$ cat src/rtl/adder_serial16_pkg.sv
// Shared constants and FSM encoding for the nibble-serial 16-bit adder.
package adder_serial16_pkg;

    localparam int NIB_DEF   = 4;
    localparam int NSTEP_DEF = 4;

    typedef enum logic [1:0] {
        IDLE = 2'd0,
        CALC = 2'd1,
        DONE = 2'd2
    } state_t;

endpackage

$ cat src/rtl/adder_cla4.sv
// 4-bit carry-lookahead adder slice, purely combinational.
module adder_cla4 (
    input  logic [3:0] a,
    input  logic [3:0] b,
    input  logic       cin,
    output logic [3:0] out,
    output logic       carry
);

    logic [3:0] g;
    logic [3:0] p;
    logic [4:0] c;

    always_comb begin
        g    = a & b;
        p    = a ^ b;
        c[0] = cin;
        c[1] = g[0] | (p[0] & cin);
        c[2] = g[1] | (p[1] & g[0]) | (p[1] & p[0] & cin);
        c[3] = g[2] | (p[2] & g[1]) | (p[2] & p[1] & g[0])
             | (p[2] & p[1] & p[0] & cin);
        c[4] = g[3] | (p[3] & g[2]) | (p[3] & p[2] & g[1])
             | (p[3] & p[2] & p[1] & g[0]) | (p[3] & p[2] & p[1] & p[0] & cin);
        out   = p ^ c[3:0];
        carry = c[4];
    end

endmodule

$ cat src/rtl/adder_serial16.sv
// Nibble-serial 16-bit adder: one CLA slice reused over NSTEP cycles.
// state | meaning
// IDLE  | waiting for operands, in_ready high
// CALC  | adding nibble cnt each cycle
// DONE  | result held, out_valid high until out_ready
module adder_serial16
    import adder_serial16_pkg::*;
#(
    parameter int NIB   = NIB_DEF,
    parameter int NSTEP = NSTEP_DEF
) (
    input  logic                  clk,
    input  logic                  rst_n,
    input  logic                  in_valid,
    output logic                  in_ready,
    input  logic [NIB*NSTEP-1:0]  a,
    input  logic [NIB*NSTEP-1:0]  b,
    input  logic                  cin,
    output logic                  out_valid,
    input  logic                  out_ready,
    output logic [NIB*NSTEP-1:0]  sum,
    output logic                  cout,
    output logic                  ovf
);

    localparam int W = NIB * NSTEP;

    state_t         state_q, state_d;
    logic [1:0]     cnt_q, cnt_d;
    logic           carry_q, carry_d;
    logic [W-1:0]   a_q, a_d;
    logic [W-1:0]   b_q, b_d;
    logic [W-1:0]   sum_q, sum_d;
    logic           cout_q, cout_d;
    logic           ovf_q, ovf_d;

    logic [NIB-1:0] slice_a;
    logic [NIB-1:0] slice_b;
    logic [NIB-1:0] slice_out;
    logic           slice_carry;

    always_comb begin
        slice_a = '0;
        slice_b = '0;
        for (int i = 0; i < NSTEP; i++) begin
            if (cnt_q == 2'(i)) begin
                slice_a = a_q[i*NIB +: NIB];
                slice_b = b_q[i*NIB +: NIB];
            end
        end
    end

    adder_cla4 u_cla (
        .a     (slice_a),
        .b     (slice_b),
        .cin   (carry_q),
        .out   (slice_out),
        .carry (slice_carry)
    );

    always_comb begin
        state_d = state_q;
        cnt_d   = cnt_q;
        carry_d = carry_q;
        a_d     = a_q;
        b_d     = b_q;
        sum_d   = sum_q;
        cout_d  = cout_q;
        ovf_d   = ovf_q;
        case (state_q)
            IDLE: begin
                if (in_valid) begin
                    a_d     = a;
                    b_d     = b;
                    carry_d = cin;
                    cnt_d   = 2'd0;
                    state_d = CALC;
                end
            end
            CALC: begin
                for (int i = 0; i < NSTEP; i++) begin
                    if (cnt_q == 2'(i)) begin
                        sum_d[i*NIB +: NIB] = slice_out;
                    end
                end
                carry_d = slice_carry;
                // cnt parks on the last step; only a new accept clears it
                if (cnt_q == 2'(NSTEP - 1)) begin
                    state_d = DONE;
                    cout_d  = slice_carry;
                    ovf_d   = (a_q[W-1] == b_q[W-1]) && (slice_out[NIB-1] != a_q[W-1]);
                end else begin
                    cnt_d = cnt_q + 2'd1;
                end
            end
            DONE: begin
                if (out_ready) begin
                    state_d = IDLE;
                end
            end
            default: state_d = IDLE;
        endcase
    end

    always_ff @(posedge clk) begin
        if (!rst_n) begin
            state_q <= IDLE;
            cnt_q   <= 2'd0;
            carry_q <= 1'b0;
            a_q     <= '0;
            b_q     <= '0;
            sum_q   <= '0;
            cout_q  <= 1'b0;
            ovf_q   <= 1'b0;
        end else begin
            state_q <= state_d;
            cnt_q   <= cnt_d;
            carry_q <= carry_d;
            a_q     <= a_d;
            b_q     <= b_d;
            sum_q   <= sum_d;
            cout_q  <= cout_d;
            ovf_q   <= ovf_d;
        end
    end

    assign in_ready  = (state_q == IDLE);
    assign out_valid = (state_q == DONE);
    assign sum       = sum_q;
    assign cout      = cout_q;
    assign ovf       = ovf_q;

endmodule

$ cat config.mk
export PLATFORM = sky130hd
export DESIGN_NAME = adder_serial16
export DESIGN_NICKNAME = d
export VERILOG_FILES = /design/src/rtl/adder_serial16_pkg.sv /design/src/rtl/adder_cla4.sv /design/src/rtl/adder_serial16.sv
export SDC_FILE = /design/constraint.sdc
export NUM_CORES = 1
export LEC_CHECK = 0
export ABC_AREA = 1
export CELL_PAD_IN_SITES_DETAIL_PLACEMENT = 2
export CELL_PAD_IN_SITES_GLOBAL_PLACEMENT = 2
export CORE_MARGIN = 2
export CORE_UTILIZATION = 31
export CTS_BUF_LIST = sky130_fd_sc_hd__clkbuf_8
export CTS_CLUSTER_DIAMETER = 50
export DETAILED_ROUTE_END_ITERATION = 12
export PLACE_DENSITY = 0.95
export SLEW_MARGIN = 20
export SYNTH_ARGS = -nofsm -noshare
export SYNTH_HDL_FRONTEND = slang
export SYNTH_SLANG_ARGS = --single-unit
export TNS_END_PERCENT = 30
$ cat constraint.sdc
create_clock -name clk -period 4.6 [get_ports clk]
set_input_delay 0.46 -clock clk [delete_from_list [all_inputs] [get_ports clk]]
set_output_delay 0.46 -clock clk [all_outputs]
set_load 0.01 [all_outputs]
==> flow_summary.ini <==
[power]
swShare_pct = 32.8
seq_power_share_pct = 48.4
combPwrFrac_pct = 27.6
p_sw_mw = 0.366
p_clk_share_pct = 24.1
power_leakage_nw = 1.38
peakVddDrop_v = 0.000118
power_mw = 1.12
internal-power_mw = 0.751
powerDensity_mw_per_mm2 = 346

[clock_tree]
cts.reportedPaths.clkPinSlew_ns = 0.10
clk_path_buf_depth = 2
post_cts_buffers = 0
htreeDepth = 2
cts_tree = yes
clock-sinks = 55
numCtsBuffers = 5
insertion_delay_ns = 0.31
cts_hold_buf = 0
cts_root_buffer = clkbuf_8
cts_resized = 0

[route]
routed_wirelength_mm = 8.14
dr.pass1.iters = 4
route.detailed.drc = 0
drtIter0Drc = 85
ant_nets = 0
vias_per_cell = 4.96
num_vias = 2416
routedWlPerCell_microns = 16.7

[cells_and_area]
area_growth_pct = 26.6
nFillCells = 952
diodes = 0
drive_gt1_share_pct = 7.33
final_area_sq_mm = 0.00322
nNetsFinal = 428

[sta]
slew_viol_final = 0
post-route-period-util_pct = 65.9
maxSlewHeadroom_pct = 53.2
setup_viol = 0
fin_tns_setup_ns = 0
skew_ns = 0.00851
min_period_ns = 3.03
hold_viol = 0
rsz0062_at_grt = no
whs_ns = 0.503
fmax_mhz = 330
tightestPinTransition_ns = 0.699

[global_route]
grt_pass1_vias = 2638
grt_first_pass_wirelength_mm = 13.2
grt_max_degree = 36
antenna_found_initial = 0
grt.total_usage_pct = 19.3
grt.overflow.total = 0

[logic_synthesis]
yosysSeqAreaShare_pct = 43.2
synth_top_area_share_pct = 43.2
syn_inst = 334
synth.most_common_cell = nor2_1
synth_area_leaders = dfxtp_1 (43%), nor2_1 (12%), o21ai_0 (9.4%)
synth-xor-area-share_pct = 0.688
synth.mux.area_fraction_pct = 0
synth_adder_area_share_pct = 4.72
synthTopCellsByCount = nor2_1 (80), dfxtp_1 (55), o21ai_0 (48)
synth_top_family_by_area = simple AND/OR/NAND/NOR gates
synth_edf_count = 0
synth_flop_cell = dfxtp_1
synthSimpleGateAreaFrac_pct = 22.9
synth_compound_area_share_pct = 20.1
synth_cell_type_count = 33
synth_area_sq_mm = 0.00255
yosysWarnings = 0
synthArstFlopShare_pct = 0
ys_ff_latch = 55
synth_top_cell_by_area = dfxtp_1
syn_avg_cell_area_sq_um = 7.62
synth_nets = 380

[floorplan]
die_h_microns = 94.6
placementRows = 33
initial_utilization_pct = 31.5
die_area_sq_mm = 0.00895
dieWidth_microns = 94.6
core-area_sq_mm = 0.00809
pin_count = 57

[place]
place_congestion = 0.791
io_buffers = 56
hpwl_mm = 6.11
place_area_sq_mm = 0.00314

[run]
drv_cap = 0

[outcome]
outcome = finished, final reports clean

[critical_path]
crit_path_start_kind = flop
crit_required_ns = 4.80
arrival_ns = 3.23
end_kind = flop
path_class = reg -> reg
cp_max_fo = 13

[min_path]
hold_class = reg -> reg
[path summary, 6_finish.rpt]
check | from | to | slack (ns) | cells past startpoint
setup / recovery | cnt_q[1] | carry_q | 1.57 | 15
setup reg to reg | cnt_q[1] | carry_q | 1.57 | 15
hold / removal | b_q[14] | b_q[14] | 0.50 | 2
hold reg to reg | b_q[14] | b_q[14] | 0.50 | 2
[critical path, cell delays in order (launching register included)]
cell and delay, ns:
dfxtp_1 0.39, inv_1 0.12, ha_1 0.29, inv_1 0.37, nand3_1 0.17, nand2_1 0.12
o21ai_0 0.08, a21oi_1 0.14, ha_1 0.29, or2_0 0.22, nand2_1 0.12, nand2_1 0.13
nand2_1 0.14, nand2_1 0.10, o21ai_0 0.18, nor2_1 0.07
[stage by stage]
stage | cells | util, % | worst slack [ns]
after floorplan | 334 | - | 2.31
after global placement | 480 | 38.8 | 1.93
after detailed placement | 480 | 38.8 | 1.74
after CTS | 487 | 39.8 | 1.57
after global routing | 487 | 39.8 | 1.21
final | 487 | 39.8 | 1.57
[registers in the layout, summed over array words and instances (netlist names)]
signal / cells
sum: 16
cout: 1
carry_q: 1
state_q: 2
cnt_q: 2
b_q: 16
ovf: 1
a_q: 16
[placed cells by master, fill, tap and decap left out, types with 3 or more instances in the layout]
| cell type | Yosys | layout |
|---|---|---|
| nand3_1 | 15 | 15 |
| nor2_1 | 80 | 80 |
| o21ai_0 | 48 | 48 |
| clkdlybuf4s50_1 | 0 | 56 |
| nand2_2 | 3 | 3 |
| a21oi_1 | 26 | 26 |
| nor2_4 | 4 | 4 |
| o211ai_1 | 7 | 7 |
| dfxtp_1 | 55 | 55 |
| inv_1 | 21 | 21 |
| clkbuf_8 | 0 | 6 |
| a21o_1 | 3 | 3 |
| nand2_1 | 25 | 25 |
| inv_2 | 5 | 5 |
| ha_1 | 8 | 8 |
[layer usage]
| layer | wire (microns) | vias up | GRT usage, % |
|---|---|---|---|
| met3 | 285 | 10 | 3.43 |
| met1 | 3560 | 1156 | 22.7 |
| met2 | 4150 | 61 | 35.5 |
| met4 | 147 | 0 | 5.56 |
| li1 | - | 1189 | - |
| met5 | 0 | - | 0 |
[power by group through the flow]
stage | clock [mW] | combinational, mW | sequential [mW]
global placement | 0 | 0.281 | 0.547
global route | 0.296 | 0.344 | 0.543
detailed placement | 0 | 0.302 | 0.549
floorplan | 0 | 0.192 | 0.543
CTS | 0.274 | 0.310 | 0.540
finish | 0.269 | 0.308 | 0.540
[layout make-up]
| type | instances | area [sq um] | share of cell area, % |
|---|---|---|---|
| Tap cell | 105 | 131 | 4.07 |
| Sequential cell | 55 | 1100 | 34.1 |
| Clock inverter | 1 | 5.00 | 0.155 |
| Timing Repair Buffer | 57 | 568 | 17.6 |
| Clock buffer | 6 | 82.6 | 2.56 |
| Multi-Input combinational cell | 236 | 1230 | 38.2 |
| Inverter | 27 | 104 | 3.22 |
[logic make-up (layout without fill, tap and decap cells)]
group,Yosys count,in the layout
buffers and inverters,43,91
and+or+nand+nor,133,133
DFF,55,55
adders and majority gates,9,9
AOI/OAI and AO/OA,92,92
xor gates and xnor gates,2,2
Power figures use the tool's default switching activity.
